### src/rtl/div_sched_pkg.sv
// Shared types and constants for the divider scheduler and its iteration core.
package div_sched_pkg;
  typedef enum logic [1:0] {IDLE, CALC, DONE} state_e;
  localparam int DEF_WIDTH = 8;
  localparam int NUM_PORTS = 2;
endpackage

### src/rtl/div_iter_core.sv
// Restoring divider datapath: one quotient bit per step, WIDTH steps per division.
module div_iter_core
  import div_sched_pkg::*;
#(
  parameter int WIDTH = DEF_WIDTH
) (
  input  logic             clk,
  input  logic             load_i,
  input  logic             step_i,
  input  logic [WIDTH-1:0] dividend_i,
  input  logic [WIDTH-1:0] divisor_i,
  output logic             last_o,
  output logic [WIDTH-1:0] quo_next_o,
  output logic [WIDTH-1:0] rem_next_o
);
  localparam int CNT_W = (WIDTH > 1) ? $clog2(WIDTH) : 1;

  logic [WIDTH-1:0] quo_q, rem_q, dvr_q;
  logic [CNT_W-1:0] cnt_q;
  logic [WIDTH:0]   rem_sh;
  logic [WIDTH-1:0] diff;

  // The shifted remainder needs one extra bit; the difference always fits WIDTH bits.
  always_comb begin
    rem_sh     = {rem_q, quo_q[WIDTH-1]};
    diff       = rem_sh[WIDTH-1:0] - dvr_q;
    rem_next_o = rem_sh[WIDTH-1:0];
    quo_next_o = {quo_q[WIDTH-2:0], 1'b0};
    if (rem_sh >= {1'b0, dvr_q}) begin
      rem_next_o = diff;
      quo_next_o = {quo_q[WIDTH-2:0], 1'b1};
    end
  end

  assign last_o = (cnt_q == CNT_W'(WIDTH - 1));

  always_ff @(posedge clk) begin
    if (load_i) begin
      quo_q <= dividend_i;
      rem_q <= '0;
      dvr_q <= divisor_i;
      cnt_q <= '0;
    end else if (step_i) begin
      quo_q <= quo_next_o;
      rem_q <= rem_next_o;
      cnt_q <= cnt_q + 1'b1;
    end
  end
endmodule

### src/rtl/div_sched.sv
// Two-port round-robin scheduler for one shared iterative divider.
// Optional DIV_SCHED_DBZ_FAST_EN: zero divisor skips CALC and responds in cycle 1.
module div_sched
  import div_sched_pkg::*;
#(
  parameter int WIDTH = DEF_WIDTH
) (
  input  logic                 clk,
  input  logic                 rst,
  input  logic [NUM_PORTS-1:0] req_valid,
  output logic [NUM_PORTS-1:0] req_ready,
  input  logic [WIDTH-1:0]     req_div0,
  input  logic [WIDTH-1:0]     req_dvr0,
  input  logic [WIDTH-1:0]     req_div1,
  input  logic [WIDTH-1:0]     req_dvr1,
  output logic [NUM_PORTS-1:0] rsp_valid,
  output logic [WIDTH-1:0]     rsp_quotient,
  output logic [WIDTH-1:0]     rsp_remainder,
  output logic                 rsp_dbz,
  output logic                 busy
);
  state_e                 state_q;
  logic                   last_q;
  logic                   owner_q;
  logic                   dbz_q;
  logic [NUM_PORTS-1:0]   rsp_valid_q;
  logic [WIDTH-1:0]       rsp_quo_q, rsp_rem_q;
  logic                   rsp_dbz_q;

  logic [NUM_PORTS-1:0]   grant;
  logic                   xfer, sel;
  logic [WIDTH-1:0]       sel_div, sel_dvr;
  logic                   core_last;
  logic [WIDTH-1:0]       core_quo, core_rem;

  // Arbiter: on contention the port not served most recently wins.
  always_comb begin
    grant = '0;
    if (!rst && state_q == IDLE) begin
      case (req_valid)
        2'b01:   grant = 2'b01;
        2'b10:   grant = 2'b10;
        2'b11:   grant = last_q ? 2'b01 : 2'b10;
        default: grant = '0;
      endcase
    end
  end

  assign req_ready = grant;
  assign xfer      = |(req_valid & grant);
  assign sel       = grant[1];
  assign sel_div   = sel ? req_div1 : req_div0;
  assign sel_dvr   = sel ? req_dvr1 : req_dvr0;

  div_iter_core #(.WIDTH(WIDTH)) u_core (
    .clk        (clk),
    .load_i     (xfer),
    .step_i     (state_q == CALC),
    .dividend_i (sel_div),
    .divisor_i  (sel_dvr),
    .last_o     (core_last),
    .quo_next_o (core_quo),
    .rem_next_o (core_rem)
  );

  always_ff @(posedge clk) begin
    if (rst) begin
      state_q     <= IDLE;
      last_q      <= 1'b1;
      owner_q     <= 1'b0;
      dbz_q       <= 1'b0;
      rsp_valid_q <= '0;
      rsp_quo_q   <= '0;
      rsp_rem_q   <= '0;
      rsp_dbz_q   <= 1'b0;
    end else begin
      rsp_valid_q <= '0;
      case (state_q)
        IDLE: begin
          if (xfer) begin
            owner_q <= sel;
            last_q  <= sel;
            dbz_q   <= (sel_dvr == '0);
`ifdef DIV_SCHED_DBZ_FAST_EN
            if (sel_dvr == '0) begin
              state_q     <= DONE;
              rsp_valid_q <= NUM_PORTS'(1) << sel;
              rsp_quo_q   <= '1;
              rsp_rem_q   <= sel_div;
              rsp_dbz_q   <= 1'b1;
            end else begin
              state_q <= CALC;
            end
`else
            state_q <= CALC;
`endif
          end
        end
        CALC: begin
          // Final iteration result goes straight into the output registers.
          if (core_last) begin
            state_q     <= DONE;
            rsp_valid_q <= NUM_PORTS'(1) << owner_q;
            rsp_quo_q   <= core_quo;
            rsp_rem_q   <= core_rem;
            rsp_dbz_q   <= dbz_q;
          end
        end
        DONE:    state_q <= IDLE;
        default: state_q <= IDLE;
      endcase
    end
  end

  assign rsp_valid     = rsp_valid_q;
  assign rsp_quotient  = rsp_quo_q;
  assign rsp_remainder = rsp_rem_q;
  assign rsp_dbz       = rsp_dbz_q;
  assign busy          = (state_q != IDLE);
endmodule

### config.mk
export PLATFORM = sky130hd
export DESIGN_NAME = div_sched
export DESIGN_NICKNAME = d
export VERILOG_FILES = /design/src/rtl/div_sched_pkg.sv /design/src/rtl/div_iter_core.sv /design/src/rtl/div_sched.sv
export SDC_FILE = /design/constraint.sdc
export NUM_CORES = 1
export LEC_CHECK = 0
export BUFFER_PORTS_ARGS = -buffer_cell sky130_fd_sc_hd__buf_2
export CORE_MARGIN = 8
export CORE_UTILIZATION = 40
export CTS_BUF_LIST = sky130_fd_sc_hd__clkbuf_4 sky130_fd_sc_hd__clkbuf_8 sky130_fd_sc_hd__clkbuf_16
export CTS_CLUSTER_DIAMETER = 30
export CTS_CLUSTER_SIZE = 8
export DETAILED_ROUTE_END_ITERATION = 12
export GPL_TIMING_DRIVEN = 1
export MAX_ROUTING_LAYER = met4
export PLACE_DENSITY_LB_ADDON = 0.3
export SLEW_MARGIN = 20
export SYNTH_ARGS = -nofsm -noshare
export SYNTH_HDL_FRONTEND = slang
export SYNTH_SLANG_ARGS = --single-unit
### constraint.sdc
create_clock -name clk -period 3.5 [get_ports clk]
set_input_delay 0 -clock clk [delete_from_list [all_inputs] [get_ports clk]]
set_output_delay 0 -clock clk [all_outputs]
set_load 0.03 [all_outputs]
==> impl_metrics.prom <==
# TYPE chip_impl_metric gauge
chip_impl_metric{name="grt_usage",unit="%"} 14.60
chip_impl_metric{name="final.setup.tns",unit="ns"} 0
chip_impl_metric{name="ys_seq_elements",unit=""} 51
chip_impl_info{name="cts_tree",value="done"} 1
chip_impl_metric{name="clock_insertion_delay_worst_skew",unit="ns"} 0.31
chip_impl_metric{name="critical_path_arrival",unit="ns"} 2.47
chip_impl_metric{name="drive_gt1_share",unit="%"} 25.29
chip_impl_metric{name="detailed_place_hpwl",unit="mm"} 5.077
chip_impl_info{name="cp-start-kind",value="flip-flop"} 1
chip_impl_metric{name="detail_route.vias_per_cell",unit=""} 5.454
chip_impl_metric{name="max_slew.worst_pin.slew",unit="ns"} 0.9884
chip_impl_metric{name="power_per_cell_area",unit="nW/µm²"} 582.9
chip_impl_metric{name="gpl.final_weighted_congestion",unit=""} 0.8603
chip_impl_metric{name="core_region_area",unit="µm²"} 6386
chip_impl_metric{name="totalPowerFinal",unit="mW"} 1.791
chip_impl_metric{name="clk_path_buf_depth",unit=""} 2
chip_impl_metric{name="syn2layout_area_growth",unit="%"} 15.14
chip_impl_metric{name="crit_path_max_fanout",unit=""} 16
chip_impl_metric{name="grt_max_degree",unit=""} 26
chip_impl_metric{name="finalHoldViolations",unit=""} 0
chip_impl_metric{name="worst_setup_hold_path_clk_slew",unit="ns"} 0.09
chip_impl_metric{name="share_of_synthesized_registers_carrying_an_async_set_or_reset",unit="%"} 0
chip_impl_metric{name="grt_antenna_before_repair",unit=""} 0
chip_impl_info{name="layout.cells.most_common",value="sky130_fd_sc_hd__buf_2"} 1
chip_impl_metric{name="die_outline_width",unit="µm"} 97.68
chip_impl_metric{name="finish.utilization",unit="%"} 48.12
chip_impl_metric{name="finalMaxSlewViolations",unit=""} 0
chip_impl_metric{name="drt_iter0_markers",unit=""} 255
chip_impl_metric{name="wire_length_of_the_first_global_routing_pass",unit="mm"} 11.33
chip_impl_metric{name="grt_overflow",unit=""} 0
chip_impl_metric{name="cts_inserted_buffers",unit=""} 5
chip_impl_metric{name="seqCellArea",unit="µm²"} 1181
chip_impl_metric{name="lkg_pwr",unit="nW"} 1.334
chip_impl_metric{name="syn-mean-instance-area",unit="µm²"} 8.956
chip_impl_metric{name="irDropWorstVdd",unit="µV"} 238.5
chip_impl_metric{name="synth.lib_cells_used.distinct",unit=""} 50
chip_impl_metric{name="placement_rows",unit=""} 29
chip_impl_metric{name="die_y",unit="µm"} 97.68
chip_impl_info{name="worst_hold_path_type",value="in -> reg"} 1
chip_impl_metric{name="mappedNetlistNets",unit=""} 345
chip_impl_metric{name="htree_num_levels",unit=""} 2
chip_impl_metric{name="reg2reg_slack",unit="ns"} 1.25
chip_impl_metric{name="ant_nets",unit=""} 0
chip_impl_metric{name="finalCritPeriodShare",unit="%"} 64.35
chip_impl_metric{name="detail_route.first_pass.iterations",unit=""} 5
chip_impl_info{name="status",value="complete, no violations"} 1
chip_impl_metric{name="multi_input_area",unit="µm²"} 1341
chip_impl_metric{name="synth_cell_area",unit="µm²"} 2669
chip_impl_info{name="timing_worst_setup_path_type",value="reg -> reg"} 1
chip_impl_metric{name="clock.fmax",unit="MHz"} 444.0
chip_impl_metric{name="crit_required",unit="ns"} 3.72
chip_impl_info{name="worst_setup_path_end_kind",value="flip-flop"} 1
chip_impl_info{name="layout_common_cells",value="57 x sky130_fd_sc_hd__buf_2, 37 x sky130_fd_sc_hd__nand2_1, 35 x sky130_fd_sc_hd__dfxtp_1"} 1
chip_impl_metric{name="vias",unit=""} 2318
chip_impl_metric{name="post_drt_wl_per_cell",unit="µm"} 15.88
chip_impl_metric{name="die_area",unit="µm²"} 9541
chip_impl_metric{name="post_cts.resized_instances",unit=""} 0
chip_impl_info{name="synth_flop_cell",value="sky130_fd_sc_hd__dfxtp_1"} 1
chip_impl_metric{name="cts_sinks",unit=""} 51
chip_impl_metric{name="gate_count_post_synth",unit=""} 298
chip_impl_metric{name="start_util",unit="%"} 41.79
chip_impl_metric{name="timing.clock.skew",unit="ns"} 0.008459
chip_impl_metric{name="postRouteWirelength",unit="mm"} 6.751
chip_impl_metric{name="timing.max_cap.violations",unit=""} 0
chip_impl_metric{name="num_antenna_cells",unit=""} 0
chip_impl_metric{name="relSlewSlack",unit="%"} 33.75
chip_impl_metric{name="place.port_buffers",unit=""} 57
chip_impl_info{name="cts.root.buffer_cell",value="sky130_fd_sc_hd__clkbuf_8"} 1
chip_impl_metric{name="worst_slack",unit="ns"} 1.248
chip_impl_metric{name="ys.warnings.count",unit=""} 0
chip_impl_metric{name="seq_area_frac_synth",unit="%"} 44.26
chip_impl_metric{name="detail_route.drc_violations",unit=""} 0
chip_impl_metric{name="post-place-ws",unit="ns"} 1.227
chip_impl_metric{name="io_pins",unit=""} 58
chip_impl_metric{name="synth_edf_count",unit=""} 16
chip_impl_metric{name="number_of_global_route_vias_before_repair",unit=""} 2302
chip_impl_metric{name="n_fill_cell",unit=""} 648
chip_impl_info{name="setup_repair_after_global_routing_missed_its_margin",value="false"} 1
chip_impl_metric{name="nets",unit=""} 394
chip_impl_metric{name="final_period_minus_worst_setup_slack",unit="ns"} 2.252
chip_impl_metric{name="final-setup-viol-count",unit=""} 0
per-stage QoR:
step	std cells	hold WS [ns]	cell area (µm²)
4_1_cts	425	0.002807	3073
3_3_place_gp	416	0.3193	2975
3_5_place_dp	416	0.3210	2975
6_report	425	0.01316	3073
5_1_grt	425	0.009706	3073
2_1_floorplan	298	0.2198	2669
final timing paths:
check,start,to,cells past startpoint
worst max-delay path,u_core.dvr_q[6]$_DFFE_PN_,rsp_remainder[5]$_SDFFE_PP0P_,7
worst min-delay path,req_dvr1[5],u_core.dvr_q[5]$_DFFE_PN_,2
worst max register to register,u_core.dvr_q[6]$_DFFE_PN_,rsp_remainder[5]$_SDFFE_PP0P_,7
worst min register to register,dbz_q$_SDFFE_PP0P_,rsp_dbz$_SDFFE_PP0P_,2
cell families after synthesis:
family	count (synthesis)	synth area share [%]
compound gates	83	19.60
xor+xnor	3	0.9847
fa+ha+maj	11	5.438
buf+inv	33	5.626
flops	51	44.26
mux	9	3.751
simple gates	108	20.35
synthesized netlist by cell type (all sizes together), types with 2 or more instances:
master	instances	area (µm²)
o21ai	23	115.1
nor2	12	45.04
ha	10	125.1
a31oi	7	43.79
a41oi	2	17.52
a211oi	2	15.01
o31ai	4	30.03
nand4	4	25.02
nor4	3	25.02
nand3	22	115.1
dfxtp	35	700.7
a21oi	22	117.6
and2	3	18.77
and3	5	31.28
buf	11	67.56
xor2	2	17.52
and2b	2	15.01
inv	15	56.30
o22ai	9	56.30
nor3	9	55.05
edfxtp	16	480.5
nand2b	6	37.54
mux2	8	90.09
a21o	4	31.28
clkbuf	7	26.28
nand2	37	138.9
nor2b	3	18.77
o211ai	3	22.52
layer usage:
metal,track usage [%],up-vias,part of all wire (%)
met2,20.85,78,43
met1,19.48,1049,48
met4,5.828,0,1.9
met5,-,-,0
met3,3.058,10,6.5
li1,-,1181,-
repair_timing:
| action | in CTS | in global routing |
|---|---|---|
| hold buffers | 1 | 0 |
| hold endpoints to repair | 1 | 0 |
| buffers inserted | 0 | 0 |
sequential cells by signal, indices dropped and copies added, names as in the netlist:
register,count
dbz_q,1
last_q,1
owner_q,1
rsp_dbz,1
rsp_quotient,8
rsp_remainder,8
rsp_valid,2
state_q,2
u_core.cnt_q,3
u_core.dvr_q,8
u_core.quo_q,8
u_core.rem_q,8
power by group:
part / internal, mW / leakage [nW] / switching (mW)
clock network: 0.140 / 0.0445 / 0.201
registers: 0.696 / 0.439 / 0.0741
logic: 0.258 / 0.851 / 0.421
cell type report:
class	instances	share of cell area [%]
timing repair buffer	60	10.10
tap	77	3.135
sequential	51	38.44
clock buffer	5	2.239
inverter	15	1.832
multi-input combinational	214	43.65
clock inverter	3	0.6107
worst max-delay path, cell delays in order (launching register included):
cell and delay [ns]:
sky130_fd_sc_hd__edfxtp_1 0.33, sky130_fd_sc_hd__inv_1 0.04, sky130_fd_sc_hd__ha_1 0.37, sky130_fd_sc_hd__a21oi_2 0.17
sky130_fd_sc_hd__nor2b_1 0.08, sky130_fd_sc_hd__nor3_2 0.75, sky130_fd_sc_hd__nand3_1 0.17, sky130_fd_sc_hd__a311oi_1 0.28
(Power assumes the default switching activity.)
